**config.mk**
```make
export PLATFORM = sky130hd
export DESIGN_NAME = integral_window_controller
export DESIGN_NICKNAME = d
export VERILOG_FILES = /design/src/rtl/face_detect_pkg.sv /design/src/rtl/raster_pos_counter.sv /design/src/rtl/integral_window_controller.sv
export SDC_FILE = /design/constraint.sdc
export NUM_CORES = 1
export LEC_CHECK = 0
export CAP_MARGIN = 15
export CELL_PAD_IN_SITES_DETAIL_PLACEMENT = 2
export CELL_PAD_IN_SITES_GLOBAL_PLACEMENT = 2
export CORE_ASPECT_RATIO = 1.75
export CORE_MARGIN = 2
export CORE_UTILIZATION = 34
export DETAILED_ROUTE_END_ITERATION = 8
export PLACE_DENSITY_LB_ADDON = 0.1
export REMOVE_ABC_BUFFERS = 1
export SYNTH_ARGS = -nofsm -noshare
export SYNTH_HDL_FRONTEND = slang
export SYNTH_SLANG_ARGS = --single-unit
export TNS_END_PERCENT = 20
```
**constraint.sdc**
```tcl
create_clock -name clk_os -period 5.25 [get_ports clk_os]
set_input_delay 0.525 -clock clk_os [delete_from_list [all_inputs] [get_ports clk_os]]
set_output_delay 0.525 -clock clk_os [all_outputs]
set_load 0.01 [all_outputs]
```
**src/rtl/face_detect_pkg.sv**
```systemverilog
// Shared constants and FSM encoding for the face-detect front end.
// Default widths and window size used by the window controller and its counter.
package face_detect_pkg;

  localparam int unsigned DATA_WIDTH_8_DEF    = 8;
  localparam int unsigned DATA_WIDTH_16_DEF   = 16;
  localparam int unsigned INTEGRAL_WIDTH_DEF  = 3;
  localparam int unsigned INTEGRAL_HEIGHT_DEF = 3;

  typedef enum logic [2:0] {
    StIdle    = 3'd0,
    StStream  = 3'd1,
    StWaitMem = 3'd2,
    StPresent = 3'd3,
    StDone    = 3'd4
  } ctrl_state_e;

endpackage

```
**src/rtl/raster_pos_counter.sv**
```systemverilog
// Raster x/y position counter: advances on en_i, wraps x at width-1 and y at height-1.
// eof_o flags the last pixel position of the frame.
module raster_pos_counter
  import face_detect_pkg::*;
#(
  parameter int unsigned Width = DATA_WIDTH_16_DEF
) (
  input  logic             clk_i,
  input  logic             reset_i,
  input  logic             clear_i,
  input  logic             en_i,
  input  logic [Width-1:0] width_i,
  input  logic [Width-1:0] height_i,
  output logic [Width-1:0] x_o,
  output logic [Width-1:0] y_o,
  output logic             eof_o
);

  logic [Width-1:0] x_q, x_d;
  logic [Width-1:0] y_q, y_d;
  logic             eol;

  assign eol   = (x_q == width_i - Width'(1));
  assign eof_o = eol && (y_q == height_i - Width'(1));

  always_comb begin
    x_d = x_q;
    y_d = y_q;
    if (clear_i) begin
      x_d = '0;
      y_d = '0;
    end else if (en_i) begin
      if (eol) begin
        x_d = '0;
        y_d = eof_o ? '0 : y_q + Width'(1);
      end else begin
        x_d = x_q + Width'(1);
      end
    end
  end

  always_ff @(posedge clk_i) begin
    if (reset_i) begin
      x_q <= '0;
      y_q <= '0;
    end else begin
      x_q <= x_d;
      y_q <= y_d;
    end
  end

  assign x_o = x_q;
  assign y_o = y_q;

endmodule

```
**src/rtl/integral_window_controller.sv**
```systemverilog
// Feeds a raster pixel stream into the integral-image line buffer and hands each complete
// window position to the classifier, stalling the source until the classifier accepts it.
module integral_window_controller
  import face_detect_pkg::*;
#(
  parameter int unsigned DATA_WIDTH_8    = DATA_WIDTH_8_DEF,
  parameter int unsigned DATA_WIDTH_16   = DATA_WIDTH_16_DEF,
  parameter int unsigned INTEGRAL_WIDTH  = INTEGRAL_WIDTH_DEF,
  parameter int unsigned INTEGRAL_HEIGHT = INTEGRAL_HEIGHT_DEF,
  parameter int unsigned MEM_LATENCY     = 1
) (
  input  logic                     clk_os,
  input  logic                     reset_os,
  input  logic                     start,
  input  logic [DATA_WIDTH_16-1:0] frame_width,
  input  logic [DATA_WIDTH_16-1:0] frame_height,
  input  logic [DATA_WIDTH_8-1:0]  pixel_in,
  input  logic                     pixel_valid,
  output logic                     pixel_ready,
  output logic [DATA_WIDTH_8-1:0]  o_pixel,
  output logic                     o_wen,
  output logic                     o_window_valid,
  output logic [DATA_WIDTH_16-1:0] o_window_x,
  output logic [DATA_WIDTH_16-1:0] o_window_y,
  input  logic                     cls_ready,
  output logic                     o_frame_done,
  output logic                     o_busy,
  output logic                     o_error
);

  localparam int unsigned LatW = (MEM_LATENCY > 1) ? $clog2(MEM_LATENCY) : 1;

  typedef logic [DATA_WIDTH_16-1:0] coord_t;

  ctrl_state_e             state_q, state_d;
  coord_t                  width_q, width_d;
  coord_t                  height_q, height_d;
  coord_t                  win_x_q, win_x_d;
  coord_t                  win_y_q, win_y_d;
  logic                    last_win_q, last_win_d;
  logic [LatW-1:0]         lat_q, lat_d;
  logic [DATA_WIDTH_8-1:0] pixel_q, pixel_d;
  logic                    wen_q, wen_d;
  logic                    ready_q, ready_d;
  logic                    valid_q, valid_d;
  logic                    done_q, done_d;
  logic                    busy_q, busy_d;
  logic                    error_q, error_d;

  logic   transfer;
  logic   dims_ok;
  logic   start_ok;
  logic   win_hit;
  logic   pos_eof;
  coord_t pos_x;
  coord_t pos_y;

  assign transfer = pixel_valid && ready_q;
  assign dims_ok  = (frame_width >= coord_t'(INTEGRAL_WIDTH)) &&
                    (frame_height >= coord_t'(INTEGRAL_HEIGHT));
  assign start_ok = start && (state_q == StIdle) && dims_ok;
  // Position outputs describe the pixel being accepted this cycle.
  assign win_hit  = (pos_x >= coord_t'(INTEGRAL_WIDTH - 1)) &&
                    (pos_y >= coord_t'(INTEGRAL_HEIGHT - 1));

  raster_pos_counter #(
    .Width (DATA_WIDTH_16)
  ) u_pos (
    .clk_i    (clk_os),
    .reset_i  (reset_os),
    .clear_i  (start_ok),
    .en_i     (transfer),
    .width_i  (width_q),
    .height_i (height_q),
    .x_o      (pos_x),
    .y_o      (pos_y),
    .eof_o    (pos_eof)
  );

  always_comb begin
    state_d    = state_q;
    width_d    = width_q;
    height_d   = height_q;
    win_x_d    = win_x_q;
    win_y_d    = win_y_q;
    last_win_d = last_win_q;
    lat_d      = lat_q;
    pixel_d    = transfer ? pixel_in : pixel_q;
    wen_d      = transfer;
    error_d    = start && ((state_q != StIdle) || !dims_ok);

    unique case (state_q)
      StIdle: begin
        if (start_ok) begin
          width_d  = frame_width;
          height_d = frame_height;
          state_d  = StStream;
        end
      end
      StStream: begin
        if (transfer && win_hit) begin
          win_x_d    = pos_x;
          win_y_d    = pos_y;
          last_win_d = pos_eof;
          lat_d      = LatW'(MEM_LATENCY - 1);
          state_d    = StWaitMem;
        end
      end
      StWaitMem: begin
        if (lat_q == '0) begin
          state_d = StPresent;
        end else begin
          lat_d = lat_q - LatW'(1);
        end
      end
      StPresent: begin
        if (cls_ready) begin
          state_d = last_win_q ? StDone : StStream;
        end
      end
      StDone: begin
        state_d = StIdle;
      end
      default: begin
        state_d = StIdle;
      end
    endcase

    ready_d = (state_d == StStream);
    valid_d = (state_d == StPresent);
    done_d  = (state_d == StDone);
    busy_d  = (state_d != StIdle);
  end

  always_ff @(posedge clk_os) begin
    if (reset_os) begin
      state_q    <= StIdle;
      width_q    <= '0;
      height_q   <= '0;
      win_x_q    <= '0;
      win_y_q    <= '0;
      last_win_q <= 1'b0;
      lat_q      <= '0;
      pixel_q    <= '0;
      wen_q      <= 1'b0;
      ready_q    <= 1'b0;
      valid_q    <= 1'b0;
      done_q     <= 1'b0;
      busy_q     <= 1'b0;
      error_q    <= 1'b0;
    end else begin
      state_q    <= state_d;
      width_q    <= width_d;
      height_q   <= height_d;
      win_x_q    <= win_x_d;
      win_y_q    <= win_y_d;
      last_win_q <= last_win_d;
      lat_q      <= lat_d;
      pixel_q    <= pixel_d;
      wen_q      <= wen_d;
      ready_q    <= ready_d;
      valid_q    <= valid_d;
      done_q     <= done_d;
      busy_q     <= busy_d;
      error_q    <= error_d;
    end
  end

  assign pixel_ready    = ready_q;
  assign o_pixel        = pixel_q;
  assign o_wen          = wen_q;
  assign o_window_valid = valid_q;
  assign o_window_x     = win_x_q;
  assign o_window_y     = win_y_q;
  assign o_frame_done   = done_q;
  assign o_busy         = busy_q;
  assign o_error        = error_q;

endmodule

```
; ---- Word-level counts from Yosys, hierarchy flattened
; Index checks and enable logic that the tools add are counted.
[op_classes]
order_cmp = 4
n_addsub = 5
eq_ne = 9
mux = 11
reduce_logical = 19
[op_table]
columns = op, count
row1 = "greater-or-equal comparator 16 x 2 -> 1 bit, second input constant", 4
row2 = "adder 16 x 1 -> 16 bit, second input constant", 2
row3 = equality test 16 bit, 2
row4 = two-way mux 16 bit, 2
row5 = "subtractor 16 x 1 -> 16 bit, second input constant", 2
row6 = two-way mux 3 bit, 5
row7 = case mux 3 bit (4 select lines), 1
row8 = "equality test 3 x 2 -> 1 bit, second input constant", 3
row9 = logical AND 1 bit, 8
row10 = AND reduction 2 bit, 4
row11 = "equality test 3 x 1 -> 1 bit, second input constant", 2
row12 = nonzero test 3 bit, 2
row13 = "equality test 3 bit, second input constant", 1
row14 = logical NOT 3 bit, 1
row15 = two-way mux 1 bit, 2
row16 = "!= test 2 bit, second input constant", 1
row17 = case mux 1 bit (2 select lines), 1
row18 = nonzero test 2 bit, 1
row19 = OR reduction 2 bit, 1
row20 = logical NOT 1 bit, 1
row21 = logical OR 1 bit, 1
row22 = "subtractor 1 bit, second input constant", 1
[totals]
out_inout_bits = 46
regBits = 115
input_bits = 45
elab_cells = 64

; ---- Depth between registers and ports, before layout
[depth]
word_depth = 6
depth_mapped = 12
mapped_depth_nobuf = 10

; ---- Hierarchy
; A second synthesis with hierarchy kept.
[hier_totals]
cells_unflattened = 716
area_unflattened_um2 = 6361.1
[modules_own_cells]
columns = mod, area_per_inst_um2, cells_each, seq_area_each_um2, instances
row1 = integral_window_controller, 3703.6, 372, 1641.6, 1
row2 = raster_pos_counter, 2657.5, 344, 640.6, 1

; ---- Least setup slack after synthesis
; Ideal clock, no wire load.
[synth_path]
path_kind = reg-to-reg
from = reg width_q[0]
to = reg u_pos.y_q[9] (netlist: u_pos.y_o[9])
slack_ns = 2.302
path_stages_with_launch = 12
setup_ns = 0.070
arrival_time_ns = 2.878
n_path_buf = 1
required_time_ns = 5.180
period_less_slack_ns = 2.948
cell_sequence = dfxtp_1 > inv_1 > ha_1 > or4b_1 > or3_1 > a21oi_1 > o211ai_1 > a2111oi_4 > nand4_1 > buf_2 > or3_1 > a21boi_1
[synth_via]
elab_chain_cells = 4
elab_cells_between_ends = 5
classes_between = add/sub (1) / eq/ne (1) / mux (1) / reduce/logical (2)
[synth_lines]
columns = item, line
row1 = "start, declared", integral_window_controller.sv:36  ; coord_t width_q, width_d;
row2 = "start signal, assigned", integral_window_controller.sv:153  ; width_q <= width_d;
row3 = subtractor 16 x 1 -> 16 bit (*), raster_pos_counter.sv:23  ; assign eol = (x_q == width_i - Width'(1));
row4 = equality test 16 bit (*), raster_pos_counter.sv:23
row5 = logical AND 1 bit, raster_pos_counter.sv:24  ; assign eof_o = eol && (y_q == height_i - Width'(1));
row6 = two-way mux 16 bit, raster_pos_counter.sv:35  ; y_d = eof_o ? '0 : y_q + Width'(1);
row7 = "end signal, assigned", raster_pos_counter.sv:48  ; y_q <= y_d;
row8 = "end, declared", raster_pos_counter.sv:20  ; logic [Width-1:0] y_q, y_d;
; Every way passes the cells marked *; elsewhere a longest branch is shown, timed or not.
; A chain may end at the register's enable or synchronous reset.

; ---- Final worst setup path
[layout_path]
from = reg width_q[0]
to = reg u_pos.y_q[11] (netlist: u_pos.y_o[11])
; Same word-level chain as after synthesis.

==> impl_metrics.env <==
export IMPL_status="completed"
export IMPL_required_ns=5.61
export IMPL_gpl_final_weighted_congestion=0.849
export IMPL_route_antenna_remaining_nets=0
export IMPL_drc_errors=0
export IMPL_timing_hold_worst_class="reg2reg"
export IMPL_slew_viol_final=0
export IMPL_timing_worst_setup_path_type="reg2reg"
export IMPL_power_ir_vdd_worst_uv=125
export IMPL_ios=91
export IMPL_totalWireLength_mm=19.8
export IMPL_p_switching_uw=581
export IMPL_detail_route_first_pass_iterations=4
export IMPL_post_cts_hold_buffer_count=0
export IMPL_dr_first_iter_drc_count=106
export IMPL_core_area_mm2=0.0164
export IMPL_critPathCaptureType="register"
export IMPL_initial_utilization_pct=34.8
export IMPL_p_seq_share_pct=39.3
export IMPL_ys_ff_latch=114
export IMPL_cts_tree="yes"
export IMPL_synthesis_yosys_warnings=0
export IMPL_async_flop_share_pct=0
export IMPL_number_of_antenna_violations_at_the_first_check_in_global_routing=0
export IMPL_worst_setup_path_start_kind="register"
export IMPL_power_density_mw_per_mm2=321
export IMPL_grt_setup_unrepaired="false"
export IMPL_core_rowCount=62
export IMPL_worst_hold_path_endpoint="o_window_y[0]$_SDFFE_PP0P_"
export IMPL_period_needed_ns=3.54
export IMPL_setup_ws_ns=1.71
export IMPL_max_slew_worst_pin_slew_ns=0.943
export IMPL_finalCritPeriodShare_pct=67.5
export IMPL_synth_flop_cell="sky130_fd_sc_hd__dfxtp_1"
export IMPL_grt_usage_pct=22.7
export IMPL_rrSetupSlack_ns=1.71
export IMPL_fmaxAchievable_mhz=282
export IMPL_post_cts_setup_buffer_count=0
export IMPL_grt_pass1_wl_mm=31.2
export IMPL_fin_worst_skew_ns=0.0106
export IMPL_synth_cell_type_count=57
export IMPL_comb_power_share_pct=12.1
export IMPL_power_leakage_uw=0.00262
export IMPL_seq_area_mm2=0.00228
export IMPL_placement_io_buffers=90
export IMPL_synth_seq_area_share_pct=39.8
export IMPL_grt_pass1_vias=5990
export IMPL_maxCapViolations=0
export IMPL_timing_final_hold_violations=0
export IMPL_internal_power_consumption_uw=1770
export IMPL_timing_critical_path_fanout_max=11
export IMPL_reg2reg_depth=10
export IMPL_totalNegativeSetupSlack_ns=0
export IMPL_grt_max_degree=81
export IMPL_final_fill_count=1872
export IMPL_areaGrowthSynthToFinish_pct=27.6
export IMPL_cts_max_path_buffers=2
export IMPL_max_slew_margin_rel_pct=36.8
export IMPL_numCtsBuffers=17
export IMPL_leading_cell_type_in_the_layout_fill_and_taps_excluded="sky130_fd_sc_hd__dfxtp_1"
export IMPL_multiInputGateArea_mm2=0.00321
export IMPL_final_antenna_diode_count=0
export IMPL_postSynthAreaPerCell_um2=8.22
export IMPL_vias=5317
export IMPL_clock_root_buffer="sky130_fd_sc_hd__clkbuf_16"
export IMPL_min_path_cells=2
export IMPL_power_switching_share_pct=24.7
export IMPL_hold_path_start="o_window_y[0]$_SDFFE_PP0P_"
export IMPL_place_ws_ns=1.64
export IMPL_clock_power_share_pct=48.6
export IMPL_dp_final_hpwl_mm=14.8
export IMPL_layout_nets=813
export IMPL_cts_htree_levels=4
export IMPL_floorplan_die_width_um=102
export IMPL_synth_edff_count=0
export IMPL_post_synth_inst_count=697
export IMPL_r2r_end="u_pos.y_o[11]$_SDFFE_PP0P_"
export IMPL_layout_drive_gt1_share_pct=5.71
export IMPL_setup_viol=0
export IMPL_design_die_area_mm2=0.0179
export IMPL_fin_worst_hold_slack_ns=0.453
export IMPL_most_common_layout_cells="114 x sky130_fd_sc_hd__dfxtp_1, 112 x sky130_fd_sc_hd__nand2_1, 89 x sky130_fd_sc_hd__clkdlybuf4s50_1"
export IMPL_worst_r2r_startpoint="width_q[0]$_SDFFE_PP0P_"
export IMPL_cts_repair_resized=0
export IMPL_mappedNetlistArea_mm2=0.00573
export IMPL_avgViaCountPerCell=5.34
export IMPL_die_extent_in_y_um=176
export IMPL_routedWlPerCell_um=19.9
export IMPL_gr_total_overflow=0
export IMPL_worstSkewPairLatency_ns=0.43
export IMPL_clkSlewWorstSetupHoldPaths_ns=0.06
export IMPL_numClockSinks=114
export IMPL_critPathArrivalTime_ns=3.90
power groups by stage:
stage	clock, µW	combinational, µW	sequential [µW]
floorplan	0	179	929
global placement	0	271	938
detailed placement	0	285	941
CTS	1160	288	923
global route	1190	310	926
finish	1140	284	923
cell usage after synthesis, types with 5 or more instances:
cell type	number	share of area, %
sky130_fd_sc_hd__dfxtp_1	114	40
sky130_fd_sc_hd__nand2_1	112	7.3
sky130_fd_sc_hd__nor2_1	66	4.3
sky130_fd_sc_hd__a21oi_1	48	4.2
sky130_fd_sc_hd__clkbuf_1	37	2.4
sky130_fd_sc_hd__mux2i_1	35	6.1
sky130_fd_sc_hd__xnor2_1	34	5.2
sky130_fd_sc_hd__nor4_1	24	2.6
sky130_fd_sc_hd__xor2_1	20	3.1
sky130_fd_sc_hd__nand3_1	17	1.5
sky130_fd_sc_hd__or3_1	17	1.9
sky130_fd_sc_hd__o21ai_0	15	1.3
sky130_fd_sc_hd__inv_1	13	0.85
sky130_fd_sc_hd__nand4_1	13	1.4
sky130_fd_sc_hd__nand2b_1	12	1.3
sky130_fd_sc_hd__a21boi_1	10	1.3
sky130_fd_sc_hd__nor3_1	10	0.87
sky130_fd_sc_hd__and2_1	7	0.76
sky130_fd_sc_hd__and3_1	7	0.76
sky130_fd_sc_hd__buf_2	7	0.61
sky130_fd_sc_hd__or4_1	7	0.92
sky130_fd_sc_hd__ha_1	6	1.3
sky130_fd_sc_hd__a211oi_1	5	0.66
worst max-delay path by stage:
stage                        startpoint  slack, ns                          to  cells after the start
2_1_floorplan           frame_height[1]       2.06   u_pos.y_o[1]$_SDFFE_PP0P_                      6
3_3_place_gp   height_q[3]$_SDFFE_PP0P_       1.88   u_pos.y_o[0]$_SDFFE_PP0P_                      7
3_5_place_dp    width_q[0]$_SDFFE_PP0P_       1.64  u_pos.y_o[11]$_SDFFE_PP0P_                     10
4_1_cts         width_q[0]$_SDFFE_PP0P_       1.62  u_pos.y_o[11]$_SDFFE_PP0P_                     10
5_1_grt         width_q[1]$_SDFFE_PP0P_       1.37   u_pos.y_o[7]$_SDFFE_PP0P_                     10
6_report        width_q[0]$_SDFFE_PP0P_       1.71  u_pos.y_o[11]$_SDFFE_PP0P_                     10
cells by family after synthesis:
| logic type | Yosys count | share of synthesized area [%] |
|---|---|---|
| compound gates | 110 | 12.4 |
| xor+xnor | 54 | 8.26 |
| fa+ha+maj | 6 | 1.31 |
| buf+inv | 59 | 4.17 |
| flops | 114 | 39.8 |
| mux | 36 | 6.31 |
| simple gates | 318 | 27.7 |
worst max-delay path, stage by stage, from the launching register on:
cell,delay (ns)
sky130_fd_sc_hd__dfxtp_1,0.37
sky130_fd_sc_hd__inv_1,0.09
sky130_fd_sc_hd__ha_1,0.26
sky130_fd_sc_hd__or4b_1,0.52
sky130_fd_sc_hd__or3_1,0.39
sky130_fd_sc_hd__a21oi_1,0.15
sky130_fd_sc_hd__o211ai_1,0.16
sky130_fd_sc_hd__a2111oi_4,0.47
sky130_fd_sc_hd__nand4_1,0.45
sky130_fd_sc_hd__or3_1,0.47
sky130_fd_sc_hd__a21boi_1,0.16
layer usage:
layer  up-vias  track usage, %  part of all wire [%]
li1       2553               -                     -
met5         -               0                     0
met4         0            8.83                   2.7
met2        82            46.6                    61
met3        30            4.46                   2.0
met1      2652            20.5                    34
cell type report:
cell class | instances | area share (%)
multi-input cells | 524 | 44.0
flip-flops and latches | 114 | 31.2
repair buffers | 92 | 12.5
clock buffers | 22 | 6.76
well taps | 224 | 3.83
clock inverters | 6 | 1.10
inverters | 13 | 0.667
registers in the layout, indices dropped and copies added, names as in the netlist, 3 cells and up:
signal,count
o_pixel,8
o_window_x,16
u_pos.x_o,16
o_window_y,16
u_pos.y_o,16
height_q,16
state_q,3
width_q,16
per-stage QoR:
step | utilization (%) | total power [µW] | area, µm² | std cells
6_report | 44.5 | 2350 | 7310 | 995
5_1_grt | 44.5 | 2430 | 7310 | 995
4_1_cts | 44.5 | 2370 | 7310 | 995
3_5_place_dp | 41.0 | 1230 | 6740 | 967
3_3_place_gp | 41.0 | 1210 | 6740 | 967
2_1_floorplan | - | 1110 | 5540 | 651
Note: power is estimated with default switching activity, not from simulation.
